**config.mk**
```make
export PLATFORM = sky130hd
export DESIGN_NAME = booth_mul
export DESIGN_NICKNAME = d
export VERILOG_FILES = /design/src/rtl/booth_mul_pkg.sv /design/src/rtl/booth_mul_step.sv /design/src/rtl/booth_mul.sv
export SDC_FILE = /design/constraint.sdc
export NUM_CORES = 1
export LEC_CHECK = 0
export CAP_MARGIN = 20
export CORE_AREA = 2 2 59 61
export CTS_CLUSTER_SIZE = 10
export DETAILED_ROUTE_END_ITERATION = 10
export DIE_AREA = 0 0 61 63
export HOLD_SLACK_MARGIN = 0.06
export PLACE_DENSITY = 0.72
export SETUP_SLACK_MARGIN = 0.4
export SLEW_MARGIN = 20
export SYNTH_ARGS = -nofsm -noshare
export SYNTH_HDL_FRONTEND = slang
export SYNTH_HIERARCHICAL = 1
export SYNTH_SLANG_ARGS = --single-unit
```
**constraint.sdc**
```tcl
create_clock -name clk -period 2.7 [get_ports clk]
set_input_delay 0.54 -clock clk [delete_from_list [all_inputs] [get_ports clk]]
set_output_delay 0.54 -clock clk [all_outputs]
set_load 0.01 [all_outputs]
```
**src/rtl/booth_mul_pkg.sv**
```systemverilog
// Shared definitions for the sequential radix-2 Booth multiplier.
//   - state_t       : controller states (IDLE, RUN)
//   - PAIR_ADD/SUB  : encodings of the {Q[0],Q_1} Booth pair
//   - booth_addsub  : add/subtract step on a wide, already sign-extended word.
//                     Callers sign-extend into STEP_MAX_W+1 bits and keep the
//                     low bits they need, so one function serves every WIDTH.
package booth_mul_pkg;

  typedef enum logic {
    IDLE = 1'b0,
    RUN  = 1'b1
  } state_t;

  localparam logic [1:0] PAIR_ADD = 2'b01;
  localparam logic [1:0] PAIR_SUB = 2'b10;

  // Widest accumulator the helper supports (WIDTH must stay below this).
  localparam int STEP_MAX_W = 64;

  function automatic logic [STEP_MAX_W:0] booth_addsub(
    input logic [1:0]          pair,
    input logic [STEP_MAX_W:0] acc,
    input logic [STEP_MAX_W:0] m
  );
    case (pair)
      PAIR_ADD: return acc + m;
      PAIR_SUB: return acc - m;
      default:  return acc;
    endcase
  endfunction

endpackage

```
**src/rtl/booth_mul_step.sv**
```systemverilog
// One combinational Booth iteration: add/sub of the multiplicand selected by
// {q[0],q_1}, followed by an arithmetic right shift of {acc,q,q_1}.
// Ports:
//   acc   [WIDTH:0]   partial accumulator (one guard bit so -M cannot overflow)
//   q     [WIDTH-1:0] multiplier / low product bits
//   q_1               previously shifted-out multiplier bit
//   m     [WIDTH-1:0] signed multiplicand
//   acc_nx, q_nx, q_1_nx : values after this iteration
module booth_mul_step
  import booth_mul_pkg::*;
#(
  parameter int WIDTH = 4
) (
  input  logic [WIDTH:0]   acc,
  input  logic [WIDTH-1:0] q,
  input  logic             q_1,
  input  logic [WIDTH-1:0] m,
  output logic [WIDTH:0]   acc_nx,
  output logic [WIDTH-1:0] q_nx,
  output logic             q_1_nx
);

  logic [STEP_MAX_W:0] acc_w;
  logic [STEP_MAX_W:0] m_w;
  logic [STEP_MAX_W:0] sum_w;
  logic [WIDTH:0]      sum;
  logic                unused_sum_hi;

  assign acc_w = {{(STEP_MAX_W - WIDTH){acc[WIDTH]}}, acc};
  assign m_w   = {{(STEP_MAX_W + 1 - WIDTH){m[WIDTH-1]}}, m};
  assign sum_w = booth_addsub({q[0], q_1}, acc_w, m_w);
  assign sum   = sum_w[WIDTH:0];
  // Bits above the guard bit are pure sign extension; nothing needs them.
  assign unused_sum_hi = ^sum_w[STEP_MAX_W:WIDTH+1];

  // Arithmetic shift right of {sum, q, q_1}: sign bit replicated.
  assign acc_nx = {sum[WIDTH], sum[WIDTH:1]};
  assign q_nx   = {sum[0], q[WIDTH-1:1]};
  assign q_1_nx = q[0];

endmodule

```
**src/rtl/booth_mul.sv**
```systemverilog
// Sequential radix-2 Booth multiplier: signed a * signed b -> signed c (2*WIDTH).
// One iteration per clock; done pulses WIDTH edges after the accepting edge and
// c holds its value until the next completion.
// Ports:
//   clk, rst_n   clock, asynchronous active-low reset
//   start        request, sampled only while busy=0
//   a, b         signed operands, captured on the accepting edge
//   busy         high from the accepting edge until the completion edge
//   done         one-cycle completion pulse
//   c            registered signed product
// Configuration macro: BOOTH_MUL_ZERO_BYPASS_EN -- when defined, a zero operand
// completes on the accepting edge itself (c=0, done pulse, busy stays low).
module booth_mul
  import booth_mul_pkg::*;
#(
  parameter int WIDTH = 4
) (
  input  logic               clk,
  input  logic               rst_n,
  input  logic               start,
  input  logic [WIDTH-1:0]   a,
  input  logic [WIDTH-1:0]   b,
  output logic               busy,
  output logic               done,
  output logic [2*WIDTH-1:0] c
);

  localparam int CW = $clog2(WIDTH + 1);

  state_t             state, state_nx;
  logic [WIDTH-1:0]   m, m_nx;
  logic [WIDTH:0]     acc, acc_nx;
  logic [WIDTH-1:0]   q, q_nx;
  logic               q_1, q_1_nx;
  logic [CW-1:0]      cnt, cnt_nx;
  logic [2*WIDTH-1:0] c_nx;
  logic               done_nx;

  logic [WIDTH:0]     step_acc;
  logic [WIDTH-1:0]   step_q;
  logic               step_q_1;
  logic               bypass;

  booth_mul_step #(.WIDTH(WIDTH)) u_step (
    .acc    (acc),
    .q      (q),
    .q_1    (q_1),
    .m      (m),
    .acc_nx (step_acc),
    .q_nx   (step_q),
    .q_1_nx (step_q_1)
  );

`ifdef BOOTH_MUL_ZERO_BYPASS_EN
  assign bypass = (a == '0) || (b == '0);
`else
  assign bypass = 1'b0;
`endif

  assign busy = (state == RUN);

  always_ff @(posedge clk or negedge rst_n) begin
    if (!rst_n) begin
      state <= IDLE;
      m     <= '0;
      acc   <= '0;
      q     <= '0;
      q_1   <= 1'b0;
      cnt   <= '0;
      c     <= '0;
      done  <= 1'b0;
    end else begin
      state <= state_nx;
      m     <= m_nx;
      acc   <= acc_nx;
      q     <= q_nx;
      q_1   <= q_1_nx;
      cnt   <= cnt_nx;
      c     <= c_nx;
      done  <= done_nx;
    end
  end

  always_comb begin
    state_nx = state;
    m_nx     = m;
    acc_nx   = acc;
    q_nx     = q;
    q_1_nx   = q_1;
    cnt_nx   = cnt;
    c_nx     = c;
    done_nx  = 1'b0;
    case (state)
      IDLE: begin
        if (start) begin
          if (bypass) begin
            c_nx    = '0;
            done_nx = 1'b1;
          end else begin
            m_nx     = a;
            acc_nx   = '0;
            q_nx     = b;
            q_1_nx   = 1'b0;
            cnt_nx   = CW'(WIDTH);
            state_nx = RUN;
          end
        end
      end
      RUN: begin
        acc_nx = step_acc;
        q_nx   = step_q;
        q_1_nx = step_q_1;
        cnt_nx = cnt - 1'b1;
        // Last iteration: the product is the post-shift {A,Q} low 2*WIDTH bits.
        if (cnt == CW'(1)) begin
          c_nx     = {step_acc[WIDTH-1:0], step_q};
          done_nx  = 1'b1;
          state_nx = IDLE;
        end
      end
      default: state_nx = IDLE;
    endcase
  end

endmodule

```
# After elaboration in Yosys (flattened, before gate mapping)
# Cells that the tools add are included.
# W data, S select, Z words.
[word_totals]
input_bits = 11
register_bits = 27
out_inout_bits = 10
[op_classes]
n_addsub = 3
eq_ne = 5
muxes = 16
n_bitwise = 1
reduce_logical = 2
[ops]
columns = ["cell", "count"]
rows = [
  ["$pmux W5 S2", 2],
  ["$mux W8", 2],
  ["$pmux W4 S2", 1],
  ["$pmux W1 S2", 3],
  ["$pmux W3 S2", 1],
  ["$add A5 B4 Y5", 1],
  ["$mux W5", 1],
  ["$sub A5 B4 Y5", 1],
  ["$mux W1", 4],
  ["$mux W4", 1],
  ["$reduce_and A2 Y1", 2],
  ["$eq A3 B1 Y1 const B", 1],
  ["$mux W3", 1],
  ["$sub A3 B1 Y3 const B", 1],
  ["$eq A2 B1 Y1 const B", 1],
  ["$eq A2 B2 Y1 const B", 1],
  ["$ne A2 B1 Y1 const B", 1],
  ["$ne A2 B2 Y1 const B", 1],
  ["$not A1 Y1", 1],
]

# Depth between registers and ports, before layout
[logic_depth]
word_depth = 4
depth_mapped = 11
depth_no_buf = 10

# Hierarchy
# The synthesis kept the hierarchy.
[modules_own_cells]
columns = ["mod", "area_each_um2", "cells_per_inst", "n_inst"]
rows = [
  ["booth_mul", 1099.8, 75, 1],
  ["booth_mul_step", 384.1, 56, 1],
]

# Worst setup path before layout
# OpenSTA, ideal clock, no wires.
[synth_path]
path_type = "reg-to-reg"
startpoint = "register q_1"
endpoint = "register acc[4]"
required_ps = 2579
n_path_buf = 1
path_slack_ps = 147
stages_incl_launch_ff = 11
synth_period_minus_slack_ps = 2553
t_arrival_ps = 2432
cell_sequence = "dfrtp_1 -> inv_1 -> ha_1 -> mux2_2 -> fa_1 -> nand2b_1 -> a21oi_2 -> mux2i_1 -> a32o_1 -> buf_4 -> a22o_1"
[synth_via]
elab_chain_cells = 3
elab_cells_between_ends = 4
[synth_lines]
columns = ["element", "line_no", "text"]
rows = [
  ["start, declared", "booth_mul.sv:34", "logic q_1, q_1_nx;"],
  ["start signal, assigned", "booth_mul.sv:77", "q_1 <= q_1_nx;"],
  ["$eq A2 B2 Y1 / $eq A2 B1 Y1 (equally long branches)", "booth_mul_pkg.sv:25", "case (pair)"],
  ["$pmux W5 S2 *", "booth_mul_pkg.sv:25", ""],
  ["named net step_acc[3]", "booth_mul.sv:39", "logic [WIDTH:0] step_acc;"],
  ["$pmux W5 S2 *", "booth_mul.sv:93", "case (state)"],
  ["end signal, assigned", "booth_mul.sv:75", "acc <= acc_nx;"],
  ["end, declared", "booth_mul.sv:32", "logic [WIDTH:0] acc, acc_nx;"],
]
# Mark *: on every way through the listed nets, which the timed path passes. The rest lies on a longest branch.
# A chain may end at the register's enable or synchronous reset.

# Final worst setup path
[layout_path]
startpoint = "register m[1]"
endpoint = "register c[7]"
[layout_via]
elab_chain_cells = 4
elab_cells_between_ends = 5
[layout_lines]
columns = ["element", "line_no", "text"]
rows = [
  ["start, declared", "booth_mul.sv:31", "logic [WIDTH-1:0] m, m_nx;"],
  ["start signal, assigned", "booth_mul.sv:74", "m <= m_nx;"],
  ["$sub A5 B4 Y5 / $add A5 B4 Y5 (equally long branches)", "booth_mul_pkg.sv:27, booth_mul_pkg.sv:26", ""],
  ["$pmux W5 S2 *", "booth_mul_pkg.sv:25", ""],
  ["named net step_acc[3]", "booth_mul.sv:39", ""],
  ["$mux W8 *", "booth_mul.sv:115", "if (cnt == CW'(1)) begin"],
  ["$mux W8 *", "booth_mul.sv:93", ""],
  ["end signal, assigned", "booth_mul.sv:79", "c <= c_nx;"],
  ["end, declared", "booth_mul.sv:25", "output logic [2*WIDTH-1:0] c"],
]
# Mark *: on every way through the listed nets, which the timed path passes. The rest lies on a longest branch. The select of a mux whose other input is x is not followed.

==> results.json <==
{
  "critical_path_depth": 9,
  "cts_buffers": 3,
  "power_leakage_nw": 0.837,
  "hp-start": "c[5]",
  "r2r_end": "c[7]",
  "fin_ws_ps": 284,
  "synth-simple-area-share_pct": 10.5,
  "fin_total_pwr_w": 0.00280,
  "syn_avg_cell_area_um2": 11.3,
  "clock_latency_ps": 330,
  "htree_levels": 1,
  "r2r_setup_slack_ps": 280,
  "timing.final.hold_violations": 0,
  "crit_fanout": 3,
  "yosysSeqAreaShare_pct": 45.5,
  "die_w_um": 61,
  "die_y_um": 63,
  "ir_drop_mv": 0.739,
  "synth_area_leader_cell": "dfrtp_1",
  "synth_top_family_by_area": "multiplexers",
  "synthMuxAreaShare_pct": 15.0,
  "worstPathCellList": "inv_1, ha_1, mux2_4, fa_2, nand2b_4, a21oi_4, mux2i_1, a32o_2, mux2_1",
  "ys_ff_latch": 27,
  "synthTopCellsByArea": "dfrtp_1 (46%), ha_1 (6.7%), mux2_1 (6.1%)",
  "synth_fa_ha_area_share_pct": 8.09,
  "crit_path_start_kind": "flip-flop",
  "area_delta_synth_final_pct": 22.3,
  "crit_arrival_ps": 2650,
  "grt_pass1_wl_um": 5040,
  "rsz0062_at_grt": "true",
  "core_area_um2": 3230,
  "grt_overflow": 0,
  "fmax_mhz": 414,
  "place_area_um2": 1730,
  "timing.setup.tns_ps": 0,
  "ios": 21,
  "cts-root-buf": "clkbuf_4",
  "fin_util_pct": 56.1,
  "worst-setup-path-type": "reg -> reg",
  "io_buffers": 20,
  "cts.path.max_buffers": 2,
  "fin_nets": 174,
  "cts_tree": "done",
  "diodes": 0,
  "drive_above_1_share_pct": 20.9,
  "detail-route-antenna-nets": 0,
  "wire_per_inst_um": 13.5,
  "crit_required_ps": 2930,
  "die_area_um2": 3840,
  "dpl.hpwl_um": 2000,
  "place_ws_ps": 212,
  "start_util_pct": 45.9,
  "setup-violations-final": 0,
  "syn_inst": 131,
  "status": "finished, final reports clean",
  "hold_class": "reg -> reg",
  "worst_pin_slew_ps": 418,
  "detail_route.iter0.violations": 10,
  "setup.worst_path.end_class": "flip-flop",
  "synth_nets": 151,
  "first_pass_iters": 2,
  "num_vias": 997,
  "synth_xor_area_share_pct": 2.95,
  "cap_violations": 0,
  "min_to": "c[5]",
  "via_per_inst": 5.01,
  "cts.sinks": 27,
  "crit_buf_inv": 1,
  "synth-compound-area-share_pct": 10.9,
  "finalCritPeriodShare_pct": 89.5,
  "final_area_um2": 1810,
  "yosys.cell_types.count": 32,
  "period_minus_slack_ps": 2420,
  "drc": 0,
  "gp_congestion": 0.738,
  "grt_pass1_vias": 1119,
  "power.density_nw_per_um2": 1540,
  "cpPeakStageDelay_ps": 370,
  "postCtsHoldBufs": 0,
  "drv_slew": 0,
  "grt_use_total_pct": 17.1,
  "hold_depth": 1,
  "grt_max_degree": 28,
  "timing.rr.start": "m[1]",
  "path_clk_slew_ps": 150,
  "antenna_found_initial": 0,
  "syn-cell-area_um2": 1480,
  "reg2reg_depth": 9,
  "rows": 21,
  "slew_headroom_pct": 72.0,
  "cp_top_family": "multiplexers",
  "routed_wl_um": 2680,
  "synth_top_area_share_pct": 45.5,
  "clock-skew-final_ps": 12.0,
  "yosysWarnings": 6,
  "worst_path_max_delay_cell": "dfrtp_1"
}
==> cell usage in the layout, fill, tap and decap left out, types with 2 or more instances in the layout <==
master	Yosys	layout
a21oi_1	2	2
ha_1	8	7
clkbuf_4	0	3
nand2_1	10	10
mux2_1	8	7
mux2_4	4	6
dfrtp_1	27	27
clkdlybuf4s50_1	0	20
inv_1	11	10
a22o_1	7	7
o21ai_1	4	5
o21ai_0	4	3
mux2i_1	5	5
nor3_1	3	3
buf_4	8	7
xnor2_1	4	4
nor2_1	7	7
==> cell families (layout without fill, tap and decap cells) <==
group,Yosys count,after routing
flops,27,27
mux,19,19
simple gates,28,28
xor+xnor,5,5
fa+ha+maj,9,9
compound gates,23,23
buf+inv,20,42
==> cell type report <==
class	count	area [µm²]
Sequential cell	27	676
Tap cell	46	57.6
Multi-Input combinational cell	84	759
Timing Repair Buffer	27	253
Fill cell	281	1420
Inverter	11	41.3
Clock buffer	3	22.5
Clock inverter	1	5.00
==> power breakdown <==
part           switching [W]  total [W]  internal [W]
clock               0.000117   0.000172     0.0000556
sequential          0.000143   0.000751      0.000608
combinational       0.000843    0.00187       0.00103
==> what timing repair did <==
action | CTS | global route
buffers inserted | 2 | 3
setup endpoints to repair | 5 | 5
endpoints found under the hold margin | 0 | 0
gates resized for setup | 1 | 6
pin swaps | 3 | 3
==> metrics by stage <==
step | hold WS [ps] | std cells
finish | 509 | 199
global route | 540 | 199
CTS | 514 | 196
detailed placement | 481 | 190
global placement | 476 | 190
floorplan | 244 | 131
==> worst max path at each step <==
stage | start | endpoint | slack, ps
after floorplan | m[1] | acc[4] | 320
after global placement | m[1] | c[7] | 300
after detailed placement | m[1] | c[7] | 210
after CTS | m[1] | c[7] | 300
after global routing | m[1] | c[7] | 220
final | m[1] | c[7] | 280
==> per-layer routing <==
| metal | GRT usage [%] | wire length (µm) | vias to the layer above |
|---|---|---|---|
| met5 | 0 | 0 | - |
| met4 | 5.43 | 35 | 0 |
| met3 | 2.48 | 61 | 6 |
| met2 | 27.8 | 1360 | 14 |
| met1 | 22.9 | 1220 | 492 |
| li1 | - | - | 485 |
==> registers in the layout, indices dropped and copies added (netlist names) <==
name and flops:
c 8, acc 5, m 4, q 4
cnt 3, busy 1, done 1, q_1 1
==> Yosys cell counts, drive strengths merged <==
library cell and count:
a21boi 1, a21oi 3, a22o 7, a32o 1
and2b 1, buf 8, clkbuf 1, dfrtp 27
fa 1, ha 8, inv 11, mux2 14
mux2i 5, nand2 10, nand2b 1, nand3b 1
nor2 8, nor2b 2, nor3 3, nor3b 1
o21a 1, o21ai 9, o31ai 1, or2 1
xnor2 4, xor2 1
Power figures use the tool's default switching activity.
